## src/rtl/pm_seq_if.sv

```systemverilog
// pm_seq_if: operand (in_*) and result (out_*) valid/ready channels of the pm sequencer.
// The master drives operands and result acceptance; the slave is the sequencer.
interface pm_seq_if #(
  parameter int SIZE = 32
);

  logic              in_valid;
  logic              in_ready;
  logic [SIZE-1:0]   in_a;
  logic [SIZE-1:0]   in_b;
  logic              out_valid;
  logic              out_ready;
  logic [2*SIZE-1:0] out_p;
  logic              out_err;

  modport master (
    output in_valid,
    output in_a,
    output in_b,
    output out_ready,
    input  in_ready,
    input  out_valid,
    input  out_p,
    input  out_err
  );

  modport slave (
    input  in_valid,
    input  in_a,
    input  in_b,
    input  out_ready,
    output in_ready,
    output out_valid,
    output out_p,
    output out_err
  );

endinterface

```

## src/rtl/pm_seq.sv

```systemverilog
// pm_seq: one-at-a-time sequencer feeding a serial-parallel multiplier (pm) and returning its product.
// Build macro PM_SIGNED_EN: two's-complement operands; pm sees magnitudes, the sign is re-applied to the product.
module pm_seq #(
  parameter int SIZE = 32,
  parameter int TMO  = 255
) (
  input  logic              i_clk,
  input  logic              i_rst,
  pm_seq_if.slave           s_if,
  output logic              o_pm_start,
  output logic [SIZE-1:0]   o_pm_mc,
  output logic [SIZE-1:0]   o_pm_mp,
  input  logic [2*SIZE-1:0] i_pm_p,
  input  logic              i_pm_done
);

  // Timeout fires at the end of the TMO-th WAIT cycle, so the counter compares against TMO-1.
  localparam logic [15:0] TMO_LAST = 16'(TMO - 1);

  // state   | meaning
  // S_IDLE  | ready for an operand pair
  // S_ISSUE | one-cycle pm start pulse, timeout counter cleared
  // S_WAIT  | waiting for pm done or timeout
  // S_HOLD  | result presented until the consumer takes it
  typedef enum logic [1:0] {
    S_IDLE  = 2'd0,
    S_ISSUE = 2'd1,
    S_WAIT  = 2'd2,
    S_HOLD  = 2'd3
  } state_t;

  state_t            r_state;
  state_t            w_next;
  logic [SIZE-1:0]   r_mc;
  logic [SIZE-1:0]   r_mp;
  logic [15:0]       r_cnt;
  logic [2*SIZE-1:0] r_p;
  logic              r_err;

  logic              w_accept;
  logic              w_start;
  logic              w_take;
  logic              w_tmo;
  logic              w_in_ready;
  logic              w_out_valid;
  logic [SIZE-1:0]   w_mag_a;
  logic [SIZE-1:0]   w_mag_b;
  logic [2*SIZE-1:0] w_res;

`ifdef PM_SIGNED_EN
  logic r_neg;

  // Unary minus maps -2^(SIZE-1) onto itself, which reads correctly as the unsigned magnitude.
  assign w_mag_a = s_if.in_a[SIZE-1] ? -s_if.in_a : s_if.in_a;
  assign w_mag_b = s_if.in_b[SIZE-1] ? -s_if.in_b : s_if.in_b;
  assign w_res   = r_neg ? -i_pm_p : i_pm_p;

  always_ff @(posedge i_clk) begin
    if (i_rst) begin
      r_neg <= 1'b0;
    end else if (w_accept) begin
      r_neg <= s_if.in_a[SIZE-1] ^ s_if.in_b[SIZE-1];
    end
  end
`else
  assign w_mag_a = s_if.in_a;
  assign w_mag_b = s_if.in_b;
  assign w_res   = i_pm_p;
`endif

  always_ff @(posedge i_clk) begin
    if (i_rst) begin
      r_state <= S_IDLE;
    end else begin
      r_state <= w_next;
    end
  end

  always_comb begin
    w_next      = r_state;
    w_accept    = 1'b0;
    w_start     = 1'b0;
    w_take      = 1'b0;
    w_tmo       = 1'b0;
    w_in_ready  = 1'b0;
    w_out_valid = 1'b0;
    case (r_state)
      S_IDLE: begin
        w_in_ready = 1'b1;
        if (s_if.in_valid) begin
          w_accept = 1'b1;
          w_next   = S_ISSUE;
        end
      end
      S_ISSUE: begin
        w_start = 1'b1;
        w_next  = S_WAIT;
      end
      S_WAIT: begin
        // A done arriving together with the timeout still yields a real result.
        if (i_pm_done) begin
          w_take = 1'b1;
          w_next = S_HOLD;
        end else if (r_cnt == TMO_LAST) begin
          w_tmo  = 1'b1;
          w_next = S_HOLD;
        end
      end
      S_HOLD: begin
        w_out_valid = 1'b1;
        if (s_if.out_ready) begin
          w_next = S_IDLE;
        end
      end
      default: begin
        w_next = S_IDLE;
      end
    endcase
  end

  always_ff @(posedge i_clk) begin
    if (i_rst) begin
      r_mc  <= '0;
      r_mp  <= '0;
      r_cnt <= '0;
      r_p   <= '0;
      r_err <= 1'b0;
    end else begin
      if (w_accept) begin
        r_mc <= w_mag_a;
        r_mp <= w_mag_b;
      end
      if (w_start) begin
        r_cnt <= '0;
      end else if (r_state == S_WAIT && !i_pm_done) begin
        r_cnt <= r_cnt + 16'd1;
      end
      if (w_take) begin
        r_p   <= w_res;
        r_err <= 1'b0;
      end else if (w_tmo) begin
        r_p   <= '0;
        r_err <= 1'b1;
      end
    end
  end

  assign o_pm_start     = w_start;
  assign o_pm_mc        = r_mc;
  assign o_pm_mp        = r_mp;
  assign s_if.in_ready  = w_in_ready;
  assign s_if.out_valid = w_out_valid;
  assign s_if.out_p     = r_p;
  assign s_if.out_err   = r_err;

endmodule

```

## src/flat_wrapper.sv

```systemverilog
// flat-port wrapper written by rule: the top's interface ports become plain ports
module pm_seq_flat 
#(
  parameter int SIZE = 32,
  parameter int TMO  = 255
)
  (i_clk, i_rst, o_pm_start, o_pm_mc, o_pm_mp, i_pm_p, i_pm_done, s_if_in_valid, s_if_in_a, s_if_in_b, s_if_out_ready, s_if_in_ready, s_if_out_valid, s_if_out_p, s_if_out_err);
  pm_seq_if #(.SIZE(SIZE)) s_if_i ();
  input  logic i_clk;
  input  logic i_rst;
  output logic o_pm_start;
  output logic [SIZE-1:0] o_pm_mc;
  output logic [SIZE-1:0] o_pm_mp;
  input  logic [2*SIZE-1:0] i_pm_p;
  input  logic i_pm_done;
  input wire logic [$bits(s_if_i.in_valid)-1:0] s_if_in_valid;
  input wire logic [$bits(s_if_i.in_a)-1:0] s_if_in_a;
  input wire logic [$bits(s_if_i.in_b)-1:0] s_if_in_b;
  input wire logic [$bits(s_if_i.out_ready)-1:0] s_if_out_ready;
  output wire logic [$bits(s_if_i.in_ready)-1:0] s_if_in_ready;
  output wire logic [$bits(s_if_i.out_valid)-1:0] s_if_out_valid;
  output wire logic [$bits(s_if_i.out_p)-1:0] s_if_out_p;
  output wire logic [$bits(s_if_i.out_err)-1:0] s_if_out_err;
  assign s_if_i.in_valid = s_if_in_valid;
  assign s_if_i.in_a = s_if_in_a;
  assign s_if_i.in_b = s_if_in_b;
  assign s_if_i.out_ready = s_if_out_ready;
  assign s_if_in_ready = s_if_i.in_ready;
  assign s_if_out_valid = s_if_i.out_valid;
  assign s_if_out_p = s_if_i.out_p;
  assign s_if_out_err = s_if_i.out_err;
  pm_seq #(.SIZE(SIZE), .TMO(TMO)) u_core (.i_clk(i_clk), .i_rst(i_rst), .s_if(s_if_i), .o_pm_start(o_pm_start), .o_pm_mc(o_pm_mc), .o_pm_mp(o_pm_mp), .i_pm_p(i_pm_p), .i_pm_done(i_pm_done));
endmodule
```

## config.mk

```make
export PLATFORM = sky130hd
export DESIGN_NAME = pm_seq_flat
export DESIGN_NICKNAME = d
export VERILOG_FILES = /design/src/rtl/pm_seq_if.sv /design/src/rtl/pm_seq.sv /design/src/flat_wrapper.sv
export SDC_FILE = /design/constraint.sdc
export NUM_CORES = 1
export LEC_CHECK = 0
export CAP_MARGIN = 20
export CORE_UTILIZATION = 41
export DETAILED_ROUTE_END_ITERATION = 10
export GPL_ROUTABILITY_DRIVEN = 1
export HOLD_SLACK_MARGIN = 0.02
export PLACE_DENSITY = 0.81
export SETUP_SLACK_MARGIN = 0.5
export SYNTH_ARGS = -nofsm -noshare
export SYNTH_HDL_FRONTEND = slang
export SYNTH_SLANG_ARGS = --single-unit
```

## constraint.sdc

```tcl
create_clock -name i_clk -period 2 [get_ports i_clk]
set_input_delay 0.3 -clock i_clk [delete_from_list [all_inputs] [get_ports i_clk]]
set_output_delay 0.3 -clock i_clk [all_outputs]
set_load 0.05 [all_outputs]
```

==> qor.txt <==
share of layout cells above drive strength 1 = 32.1%
TritonCTS clock tree = done
Ports = 265
ys async rst share = 0%
global route overflow = 0
average vias per placed instance = 5.17
die width = 120 um
Global Route Usage Sum = 25.6%
status = finished, final reports clean
area delta synth->final = 76.0%
count of different cell masters after synthesis = 52
Seq/Total Area, Yosys = 51.8%
Nets = 1095
vias in the first global route = 5658
Sink Count = 147
switching part of the total = 38.9%
Int Pwr = 6.69 mW
PnR worst setup slack = 0.313 ns
DR vias = 5929
Startpoint Class = flip-flop
hold path startpoint = i_rst
post-DP HPWL = 11.3 mm
maximum vdd ir drop = 0.000652 V
Final Hold Viols = 0
Final Skew = 0.00666 ns
leakage = 3.62 nW
relative slew slack = 64.2%
WL/cell = 17.5 um
cells after synthesis = 680
H-tree depth = 4
actual slew at the worst max-slew pin = 0.537 ns
Synth Flop Type = dfxtp_1
Longest Clk Path Bufs = 2
starting density of the core = 42.5%
Worst Path Required = 2.28 ns
Yosys top cell by area = dfxtp_1
hold_buf cts = 0
initial antenna violation count = 1
WL final = 20.1 mm
first-pass GRT wire length = 28.7 mm
CTS Buf Count = 17
setup TNS = 0 ns
MaxCap Viol Count = 0
Synth area leaders = dfxtp_1, nand2_1, a21oi_1, o21ai_0, clkbuf_1
antenna viol nets, final = 0
IO buf count = 264
Yosys reg bits = 147
post-place setup slack = 0.153 ns
final setup fails = 0
Gate power share = 38.8%
Pre-antenna DRT Iters = 5
arrival time worst endpoint = 1.97 ns
Synth top area share = 51.8%
Final period util = 84.4%
Worst-path clk slew = 0.06 ns
Clk pwr share = 28.2%
Switch Pwr = 4.26 mW
Setup CP Type = flip-flop to flip-flop
worst-skew pair later-pin latency = 0.41 ns
Core Region = 0.0133 sq mm
Final Max Tran Viols = 0
CP max FO = 9
fill count = 959
die area = 0.0143 sq mm
Power Density = 1100 mW/mm^2
Synth warnings = 0
clk root buf = clkbuf_16
top post-synthesis cells by count = nand2_1, dfxtp_1, a21oi_1
number of remaining DRC errors = 0
Post-synth EDFFs = 0
DR iter-0 viols = 373
syn_nets = 819
min Tclk post-route = 1.69 ns
Seq pwr share = 33.0%
largest net degree at the start of global routing = 102
worst min-delay path class = input pin to flip-flop
Placer Congestion = 0.811
R2R Path Start = u_core.r_cnt[0]
critical path capture point type = flip-flop
Critical Path Start = u_core.r_cnt[0]
RSZ-0062 raised after global routing = true
Placement Rows = 42
cell with the most instances after synthesis = nand2_1
Post-Synthesis Cell Area = 0.00568 sq mm
f_max = 0.593 GHz
Mean Syn Cell Area = 8.35 sq um
Die Height = 120 um
cells in the final DEF (no fill, tap or decap), types with 3 or more instances in the layout:
cell type / Yosys / layout
clkbuf_16: 1 / 23
o21ai_1: 5 / 14
buf_16: 0 / 4
clkinvlp_4: 0 / 5
ha_4: 0 / 5
clkdlybuf4s15_2: 0 / 122
nor2_1: 20 / 20
xnor2_1: 8 / 7
nor3_4: 0 / 3
dfxtp_4: 0 / 4
nor4_4: 1 / 4
buf_12: 0 / 8
dfxtp_1: 147 / 142
clkdlybuf4s18_2: 0 / 3
o21ai_2: 10 / 49
a21oi_1: 132 / 124
clkdlybuf4s50_1: 0 / 131
a21oi_2: 0 / 8
buf_6: 7 / 6
buf_4: 1 / 24
clkinv_2: 0 / 4
nand2_1: 201 / 199
per-layer routing:
layer  wire (um)  up-vias  track usage (%)  part of all wire [%]
met1        7980     2798             28.3                    40
met4         622        0             12.7                   3.1
met2       10200      238             44.9                    51
met3        1310       45             7.22                   6.5
met5           0        -                0                     0
li1            -     2848                -                     -
worst max-delay path, stage by stage, from the launching register on:
cell,delay [ns]
dfxtp_4,0.34
inv_2,0.06
ha_4,0.12
nor4b_4,0.26
a41oi_4,0.20
buf_12,0.19
buf_12,0.14
o21ai_1,0.15
a21oi_1,0.08
cell families after synthesis:
group	share of synthesized area, %
adder cells (fa/ha/maj)	1.32
buffers and inverters	5.95
XOR/XNOR	1.54
AND/OR/NAND/NOR	18.7
AO/OA/AOI/OAI	20.4
multiplexers	0.198
flip-flops	51.8
metrics by stage:
step,total power [mW],util (%),instance area (sq um),instances,hold WS (ns)
finish,11.0,74.9,9990,1146,0.395
global route,11.4,74.9,9990,1146,0.412
CTS,10.7,72.3,9650,1133,0.364
detailed placement,7.52,63.5,8480,1081,0.446
global placement,7.47,63.5,8480,1081,0.441
floorplan,6.17,-,5780,680,0.436
layout make-up:
class                           count  area, sq um  area share [%]
Antenna cell                        1         2.50          0.0250
Clock buffer                       20          478            4.78
Timing Repair Buffer              308         3400            34.1
Multi-Input combinational cell    476         2790            28.0
Tap cell                          176          220            2.20
Inverter                            6         30.0           0.301
Clock inverter                     12          105            1.05
Sequential cell                   147         2960            29.6
state kept, by name (all words and copies together) (netlist names):
register and flops:
u_core.r_cnt 16, u_core.o_pm_mp 32, u_core.o_pm_mc 32, u_core.r_state 2
u_core.s_if.out_p 64, u_core.s_if.out_err 1
power groups by stage:
stage / logic, mW / registers (mW) / clock network (mW)
4_1_cts: 3.95 / 3.61 / 3.13
2_1_floorplan: 1.13 / 5.04 / 0
3_5_place_dp: 3.87 / 3.65 / 0
6_report: 4.25 / 3.61 / 3.09
5_1_grt: 4.46 / 3.66 / 3.27
3_3_place_gp: 3.84 / 3.63 / 0
path summary, 6_finish.rpt:
check,depth (start not counted),slack [ns],to
setup / recovery,8,0.31,u_core.s_if.out_p[57]
hold / removal,3,0.40,u_core.r_state[1]
setup reg to reg,8,0.31,u_core.s_if.out_p[57]
hold reg to reg,2,0.45,u_core.o_pm_mc[25]
repair_timing:
action	CTS	global route
pin swaps	33	26
endpoints found under the setup margin	207	140
cloned	4	5
setup buffers	16	7
resized for setup	431	51
endpoints found under the hold margin	0	0
No activity file was read; power rests on OpenSTA's default activity.
